### config.mk
export PLATFORM = sky130hd
export DESIGN_NAME = serial_demux_1_8_flat
export DESIGN_NICKNAME = d
export VERILOG_FILES = /design/src/rtl/serial_demux_1_8_pkg.sv /design/src/rtl/serial_demux_1_8_if.sv /design/src/rtl/serial_demux_1_8_demux_1_8.sv /design/src/rtl/serial_demux_1_8.sv /design/src/flat_wrapper.sv
export SDC_FILE = /design/constraint.sdc
export NUM_CORES = 1
export LEC_CHECK = 0
export ABC_AREA = 1
export CAP_MARGIN = 15
export CORE_MARGIN = 2
export CORE_UTILIZATION = 48
export DETAILED_ROUTE_END_ITERATION = 8
export GPL_ROUTABILITY_DRIVEN = 0
export GPL_TIMING_DRIVEN = 0
export PLACE_DENSITY = 0.74
export SETUP_SLACK_MARGIN = 0.1
export SYNTH_ARGS = -nofsm -noshare
export SYNTH_HDL_FRONTEND = slang
export SYNTH_SLANG_ARGS = --single-unit
### constraint.sdc
create_clock -name clk -period 1.5 [get_ports clk]
set_input_delay 0.3 -clock clk [delete_from_list [all_inputs] [get_ports clk]]
set_output_delay 0.3 -clock clk [all_outputs]
set_load 0.03 [all_outputs]
### src/rtl/serial_demux_1_8_pkg.sv
// Shared constants and types for the 8:1 serial link receiver (serial_demux_1_8).
// FRAME_BITS / SLOT_W are shared with the transmitter-side mux select counter.
package serial_demux_1_8_pkg;

  localparam int FRAME_BITS = 8;
  localparam int SLOT_W     = 3;
  localparam logic [SLOT_W-1:0] LAST_SLOT = SLOT_W'(FRAME_BITS - 1);

  // ST_PAR is only reachable when SERIAL_DEMUX_PARITY_EN is defined.
  typedef enum logic [1:0] {
    ST_IDLE = 2'd0,
    ST_RECV = 2'd1,
    ST_PAR  = 2'd2
  } state_e;

  // Map the slot-ordered buffer onto q: slot k -> q[k] (lsb_first) or q[7-k].
  function automatic logic [FRAME_BITS-1:0] slot_to_q(input logic [FRAME_BITS-1:0] frame,
                                                      input bit lsb_first);
    logic [FRAME_BITS-1:0] r;
    for (int i = 0; i < FRAME_BITS; i++) begin
      r[i] = lsb_first ? frame[i] : frame[FRAME_BITS-1-i];
    end
    return r;
  endfunction

endpackage

### src/rtl/serial_demux_1_8_if.sv
// Bus bundle between the serial link front end and serial_demux_1_8.
// Handshake: there is no ready; din/start are sampled on every rising clk
// edge where din_valid is high and ignored otherwise. q_valid is a one-cycle
// strobe marking the cycle in which q (and parity_err) carry a new frame.
interface serial_demux_1_8_if;
  import serial_demux_1_8_pkg::*;

  logic                  din;
  logic                  din_valid;
  logic                  start;
  logic [FRAME_BITS-1:0] q;
  logic                  q_valid;
  logic                  busy;
  logic [SLOT_W-1:0]     slot;
  logic                  parity_err;
  state_e                state_dbg;

  modport master (
    output din, din_valid, start,
    input  q, q_valid, busy, slot, parity_err, state_dbg
  );

  modport slave (
    input  din, din_valid, start,
    output q, q_valid, busy, slot, parity_err, state_dbg
  );

endinterface

### src/rtl/serial_demux_1_8_demux_1_8.sv
// demux_1_8: combinational 1:8 decoder turning a slot index plus a write
// strobe into one-hot per-slot write enables for the receive buffer.
module demux_1_8
  import serial_demux_1_8_pkg::*;
(
  input  logic [SLOT_W-1:0]     slot,
  input  logic                  we,
  output logic [FRAME_BITS-1:0] wen
);

  // One-hot enable for the addressed slot, all-zero when not writing.
  always_comb begin
    wen = '0;
    if (we) wen[slot] = 1'b1;
  end

endmodule

### src/rtl/serial_demux_1_8.sv
// serial_demux_1_8: serial-to-parallel receiver for the 8:1 mux serial link.
// Optional feature macro: SERIAL_DEMUX_PARITY_EN (adds an even-parity bit
// after slot 7 and the PAR state; otherwise parity_err is tied low).
module serial_demux_1_8
  import serial_demux_1_8_pkg::*;
#(
  parameter bit LSB_FIRST = 1'b1
) (
  input  logic               clk,
  input  logic               rst,
  serial_demux_1_8_if.slave  bus
);

  state_e                state_q, state_d;
  logic [SLOT_W-1:0]     slot_q, slot_d, wr_slot;
  logic [FRAME_BITS-1:0] buf_q, buf_d, wen, q_q, q_d;
  logic                  q_valid_q, q_valid_d;
  logic                  wr_en, done, busy;

  // FSM state register.
  always_ff @(posedge clk) begin
    if (rst) state_q <= ST_IDLE;
    else     state_q <= state_d;
  end

  // FSM next state: a qualified start always (re)opens a frame in RECV.
  always_comb begin
    state_d = state_q;
    case (state_q)
      ST_IDLE: if (bus.din_valid && bus.start) state_d = ST_RECV;
      ST_RECV: if (bus.din_valid && !bus.start && slot_q == LAST_SLOT) begin
`ifdef SERIAL_DEMUX_PARITY_EN
        state_d = ST_PAR;
`else
        state_d = ST_IDLE;
`endif
      end
      ST_PAR:  if (bus.din_valid) state_d = bus.start ? ST_RECV : ST_IDLE;
      default: state_d = ST_IDLE;
    endcase
  end

  // FSM outputs.
  always_comb begin
    busy = (state_q != ST_IDLE);
  end

  // A data write happens on any qualified start, or any valid bit in RECV.
  // The parity bit in PAR is not a data write.
  assign wr_en   = bus.din_valid && (bus.start || state_q == ST_RECV);
  assign wr_slot = bus.start ? '0 : slot_q;

  demux_1_8 u_demux (
    .slot (wr_slot),
    .we   (wr_en),
    .wen  (wen)
  );

  // Buffer update, slot advance and frame completion.
  always_comb begin
    buf_d = buf_q;
    for (int k = 0; k < FRAME_BITS; k++) begin
      if (wen[k]) buf_d[k] = bus.din;
    end
    // Slot 7 + 1 wraps to 0, which only happens as a frame fills up.
    slot_d = wr_en ? wr_slot + SLOT_W'(1) : slot_q;
`ifdef SERIAL_DEMUX_PARITY_EN
    done = (state_q == ST_PAR) && bus.din_valid && !bus.start;
`else
    done = (state_q == ST_RECV) && bus.din_valid && !bus.start && (slot_q == LAST_SLOT);
`endif
    q_valid_d = done;
    q_d       = done ? slot_to_q(buf_d, LSB_FIRST) : q_q;
  end

  // Datapath registers.
  always_ff @(posedge clk) begin
    if (rst) begin
      buf_q     <= '0;
      slot_q    <= '0;
      q_q       <= '0;
      q_valid_q <= 1'b0;
    end else begin
      buf_q     <= buf_d;
      slot_q    <= slot_d;
      q_q       <= q_d;
      q_valid_q <= q_valid_d;
    end
  end

`ifdef SERIAL_DEMUX_PARITY_EN
  logic parity_err_q, parity_err_d;

  // Even parity over data plus parity bit; flagged only with q_valid.
  always_comb begin
    parity_err_d = done && (^{buf_q, bus.din});
  end

  // Parity error strobe register.
  always_ff @(posedge clk) begin
    if (rst) parity_err_q <= 1'b0;
    else     parity_err_q <= parity_err_d;
  end

  assign bus.parity_err = parity_err_q;
`else
  assign bus.parity_err = 1'b0;
`endif

  assign bus.q         = q_q;
  assign bus.q_valid   = q_valid_q;
  assign bus.busy      = busy;
  assign bus.slot      = slot_q;
  assign bus.state_dbg = state_q;

endmodule

### src/flat_wrapper.sv
// flat-port wrapper written by rule: the top's interface ports become plain ports
module serial_demux_1_8_flat import serial_demux_1_8_pkg::*;
#(
  parameter bit LSB_FIRST = 1'b1
)
  (clk, rst, bus_din, bus_din_valid, bus_start, bus_q, bus_q_valid, bus_busy, bus_slot, bus_parity_err, bus_state_dbg);
  serial_demux_1_8_if bus_i ();
  input  logic clk;
  input  logic rst;
  input wire logic [$bits(bus_i.din)-1:0] bus_din;
  input wire logic [$bits(bus_i.din_valid)-1:0] bus_din_valid;
  input wire logic [$bits(bus_i.start)-1:0] bus_start;
  output wire logic [$bits(bus_i.q)-1:0] bus_q;
  output wire logic [$bits(bus_i.q_valid)-1:0] bus_q_valid;
  output wire logic [$bits(bus_i.busy)-1:0] bus_busy;
  output wire logic [$bits(bus_i.slot)-1:0] bus_slot;
  output wire logic [$bits(bus_i.parity_err)-1:0] bus_parity_err;
  output wire logic [$bits(bus_i.state_dbg)-1:0] bus_state_dbg;
  assign bus_i.din = bus_din;
  assign bus_i.din_valid = bus_din_valid;
  assign bus_i.start = bus_start;
  assign bus_q = bus_i.q;
  assign bus_q_valid = bus_i.q_valid;
  assign bus_busy = bus_i.busy;
  assign bus_slot = bus_i.slot;
  assign bus_parity_err = bus_i.parity_err;
  assign bus_state_dbg = bus_i.state_dbg;
  serial_demux_1_8 #(.LSB_FIRST(LSB_FIRST)) u_core (.clk(clk), .rst(rst), .bus(bus_i));
endmodule
Yosys cells after proc, flatten, opt, wreduce, memory -nomap -nowiden:

Index checks and enable logic that the tools add are counted.

* add/subtract/negate cells: 1
* magnitude comparators: 2
* eq/ne operators: 6
* muxes and demuxes: 17
* reduce and logical (&&, ||, !) cells: 13

Operators by type and width (number)
* 1-bit two-way mux: 10
* 1-bit logical AND: 8
* 8-bit two-way mux: 1
* 2-bit two-way mux: 3
* 2-bit one-hot mux with 3 select lines: 1
* 3-bit by 4-bit < comparator with 1-bit output, second input constant: 1
* 2-bit by 1-bit != test with 1-bit output, second input constant: 2
* 3-bit by 1-bit adder with 3-bit output, second input constant: 1
* 1-bit demux with 3-bit select: 1
* 3-bit == test, second input constant: 1
* 3-bit by 1-bit >= comparator with 1-bit output, second input constant: 1
* 3-bit two-way mux: 1
* 3-bit AND reduction: 1
* 2-bit by 1-bit == test with 1-bit output, second input constant: 1
* 2-bit == test, second input constant: 1
* 2-bit zero test: 1
* 2-bit != test, second input constant: 1
* 2-bit nonzero test: 1
* 1-bit zero test: 1
* 1-bit logical OR: 1

* flip-flop bits (word level): 22
* word-level logic and storage cells: 44

Logic depth before layout (Yosys ltp):

* depth in word-level cells: 7
* gate-level depth with buffers: 7

Modules after synthesis:

A second synthesis with hierarchy kept.

* cells, all modules: 158
* area total of the unflattened synthesis: 998.5 sq um

By module, submodules not included
* serial_demux_1_8: instances 1, cells each 141, area an instance 934.6 sq um, sequential area each 420.4 sq um
* demux_1_8: instances 1, cells each 17, area an instance 63.8 sq um, sequential area each 0.0 sq um

Worst setup path before layout:

Ideal clock, no wire load.

* path type: flip-flop to flip-flop
* start point: register u_core.state_q[0], in the netlist u_core.bus.state_dbg[0]
* end point: register u_core.q_q[0], in the netlist u_core.bus.q[0]
* library setup time: 0.114 ns
* arrival: 1.234 ns
* required time: 1.386 ns
* slack: 0.152 ns
* cell stages (with the launch flop): 7
* buffers on the path: 1
* cells stage by stage: dfxtp_1 -> nand2_2 -> nand2_1 -> buf_2 -> nand4_1 -> nand3_1 -> nand2_1

* longest elaborated chain between the ends: 5

RTL lines
* start, declared: RTL line serial_demux_1_8.sv:14 `state_e state_q, state_d;`
* start signal, assigned: RTL line serial_demux_1_8.sv:23 `else state_q <= state_d;`
* 2-bit by 1-bit == test with 1-bit output *: RTL line serial_demux_1_8.sv:50, serial_demux_1_8.sv:70
* 1-bit logical OR: RTL line serial_demux_1_8.sv:50 `assign wr_en = bus.din_valid && (bus.start || state_q == ST_RECV);`
* 1-bit logical AND: RTL line serial_demux_1_8.sv:50
* 8-bit two-way mux: RTL line serial_demux_1_8_demux_1_8.sv:14 `if (we) wen[slot] = 1'b1;`
* 1-bit two-way mux: RTL line serial_demux_1_8.sv:63 `if (wen[k]) buf_d[k] = bus.din;`
* end signal, assigned: RTL line serial_demux_1_8.sv:86 `q_q <= q_d;`
* end, declared: RTL line serial_demux_1_8.sv:16 `logic [FRAME_BITS-1:0] buf_q, buf_d, wen, q_q, q_d;`

Mark *: on every way between the ends. The rest lies on a longest branch, timed or not.
A chain may end at the register's enable or synchronous reset.

Final worst setup path:

* start point: register u_core.state_q[0], in the netlist u_core.bus.state_dbg[0]
* end point: output bus_state_dbg[0]

RTL lines
* end, declared: RTL line flat_wrapper.sv:18 `output wire logic [$bits(bus_i.state_dbg)-1:0] bus_state_dbg;`

No word-level cell between the ends.

==> summary.md <==
| Metric | Value |
|---|---|
| Status | `finished clean` |
| Cts hold-fix bufs | `0` |
| Syn_area_per_cell | `7.42 sq um` |
| Post-synthesis instance total | `125` |
| Crit path time final | `1.36 ns` |
| Total Routed Length | `1870 um` |
| Worst path arrival time | `1.06 ns` |
| GRT Total Usage | `20.1%` |
| Violation count after the first detailed-route iteration | `14` |
| RSZ-0062 raised after global routing | `true` |
| Final setup fails | `0` |
| H-Tree Depth | `1` |
| Initial antenna violation count | `0` |
| Final slew viol count | `0` |
| Hold Vio Cnt, Final | `0` |
| Pre-CTS setup slack | `-0.178 ns` |
| Largest net degree at the start of global routing | `13` |
| Die area | `0.00230 sq mm` |
| Final hold slack | `0.415 ns` |
| Vias | `837` |
| Critical Path RT | `1.20 ns` |
| Clock edge transition at the registers on the reported setup and hold paths | `0.12 ns` |
| Die width | `48.0 um` |
| Dpl hpwl | `1360 um` |
| CTS tree | `done` |
| Largest cells by area after synthesis | `dfxtp_1, nand2_1, nand3_1` |
| Startpoint type of the worst setup path | `flip-flop` |
| Row cnt | `15` |
| Ys Warns | `0` |
| # IOs | `21` |
| Max FO, Critical Path | `4` |
| Total CTS buffers | `3` |
| IO Port Bufs | `18` |
| Fin nets | `155` |
| R2r startpoint | `u_core.bus.slot[1]$_SDFFE_PP0P_` |
| CTS sink cnt | `20` |
| Post-synth top area share | `43.2%` |
| Clock skew | `0.00506 ns` |
| Final worst slack | `0.143 ns` |
| Crit. End Element | `output port` |
| Fraction of layout instances using a drive strength above 1 | `16.8%` |
| Layout Area Growth over Synthesis | `30.8%` |
| Pleak | `0.619 nW` |
| Period utilization | `90.5%` |
| Max clock buf depth | `2` |
| Final Core Density | `68.7%` |
| Worst Setup SP | `u_core.bus.state_dbg[0]$_SDFFE_PP0P_` |
| Worst reg-to-reg setup slack | `0.23 ns` |
| Global-route wire length before repair | `3200 um` |
| Leading area contributor after synthesis | `dfxtp_1` |
| Max cap viols | `0` |
| Post-synthesis sequential area ratio | `43.2%` |
| Max Freq | `737 MHz` |
| TNS Setup | `0 ns` |
| Post-DR wirelength/cell | `10.8 um` |
| # DRC | `0` |
| Vias in the first global route | `747` |
| Yosys reg bits | `20` |
| Vias per inst | `4.81` |
| Root Buffer | `clkbuf_4` |
| Gr ovfl total | `0` |
| Max IR drop VDD | `0.619 mV` |
| Ant diodes | `0` |
| Worst Hold Class | `primary input to flip-flop` |
| CORE AREA | `0.00176 sq mm` |
| Insertion delay to the later sink of the worst-skew pair | `0.30 ns` |
| Cell Area, Synth | `927 sq um` |
| Die Y | `48.0 um` |
| Design Power | `1.12 mW` |
| Post-DRT Antenna Nets | `0` |
| Initial Utilization | `52.6%` |
| Min-delay src | `bus_start` |
| CP Class | `flip-flop to output port` |
| Netlist cell types | `21` |
| Pwr Density | `927 mW/mm^2` |
| First-pass DRT Iterations | `4` |
worst max-delay path: stages (launching register included):
cell             delay, ns
dfxtp_2               0.37
buf_4                 0.10
clkdlybuf4s15_2       0.28
worst paths after layout:
path | cells past startpoint | endpoint
min reg2reg | 2 | u_core.bus.q[5]$_SDFFE_PP0P_
max reg2reg | 5 | u_core.bus.q[0]$_SDFFE_PP0P_
max | 2 | bus_state_dbg[0]
min | 4 | u_core.bus.slot[1]$_SDFFE_PP0P_
synthesized netlist by cell type:
cell	instances
a21oi_1	4
a21oi_4	1
a31oi_1	1
buf_2	2
buf_4	3
clkbuf_1	1
conb_1	1
dfxtp_1	20
inv_1	9
inv_2	2
nand2_1	38
nand2_2	1
nand2_4	2
nand3_1	16
nand4_1	3
nor2_1	12
nor2_8	2
o21a_1	1
o21ai_0	1
o21ai_1	1
o21bai_1	4
layout make-up:
type,count,area [sq um]
Timing Repair Buffer,19,186
Fill cell,169,552
Multi-Input combinational cell,89,458
Inverter,11,41.3
Tap cell,25,31.3
Sequential cell,20,404
Clock buffer,3,22.5
Clock inverter,1,30.0
Buffer,6,38.8
placed cells by master, fill, tap and decap left out:
master            n
a21oi_1           4
a21oi_4           1
a31oi_1           1
buf_2             1
buf_4             5
bufinv_16         1
clkbuf_1          1
clkbuf_4          3
clkdlybuf4s15_1   5
clkdlybuf4s15_2   3
clkdlybuf4s50_1   3
conb_1            2
dfxtp_1          17
dfxtp_2           3
dlygate4sd2_1     6
dlymetal6s2s_1    1
inv_1             9
inv_2             2
nand2_1          38
nand2_2           1
nand2_4           2
nand3_1          15
nand3_2           1
nand4_1           3
nor2_1           12
nor2_8            2
o21a_1            1
o21ai_0           1
o21ai_1           1
o21bai_1          4
per-layer routing:
layer	share of wire [%]	vias up	GRT usage [%]
met5	0	-	0
met3	3.7	4	3.40
met4	1.4	0	6.49
li1	-	443	-
met2	47	16	30.7
met1	48	374	28.8
repair_timing:
item | 4_1_cts | 5_1_grt
gates cloned | 0 | 0
gates resized for setup | 22 | 10
buffers inserted | 0 | 1
endpoints found under the setup margin | 14 | 20
cell families (layout without fill, tap and decap cells):
family / after synthesis / in the layout / synth area share [%]
buffers and inverters: 17 / 40 / 8.37
other: 1 / 2 / 0.404
AOI/OAI and AO/OA: 13 / 13 / 9.72
and+or+nand+nor: 74 / 74 / 38.3
DFF: 20 / 20 / 43.2
metrics by stage:
stage                     std cells  cell area, sq um
after floorplan                 126               931
after global placement          169              1140
final                           174              1210
after CTS                       173              1190
after detailed placement        169              1140
after global routing            174              1210
where the power goes:
group	total (mW)	internal [mW]	switching [mW]
registers	0.551	0.542	0.00922
clock network	0.440	0.270	0.170
logic	0.133	0.0470	0.0860
total	1.12	0.859	0.265
flip-flops by register name, summed over array words and instances (netlist names):
| register | count |
|---|---|
| u_core.bus.slot | 3 |
| u_core.bus.q | 8 |
| u_core.bus.state_dbg | 1 |
| u_core.buf_q | 7 |
| u_core.bus.q_valid | 1 |
No activity file was read; power rests on OpenSTA's default activity.
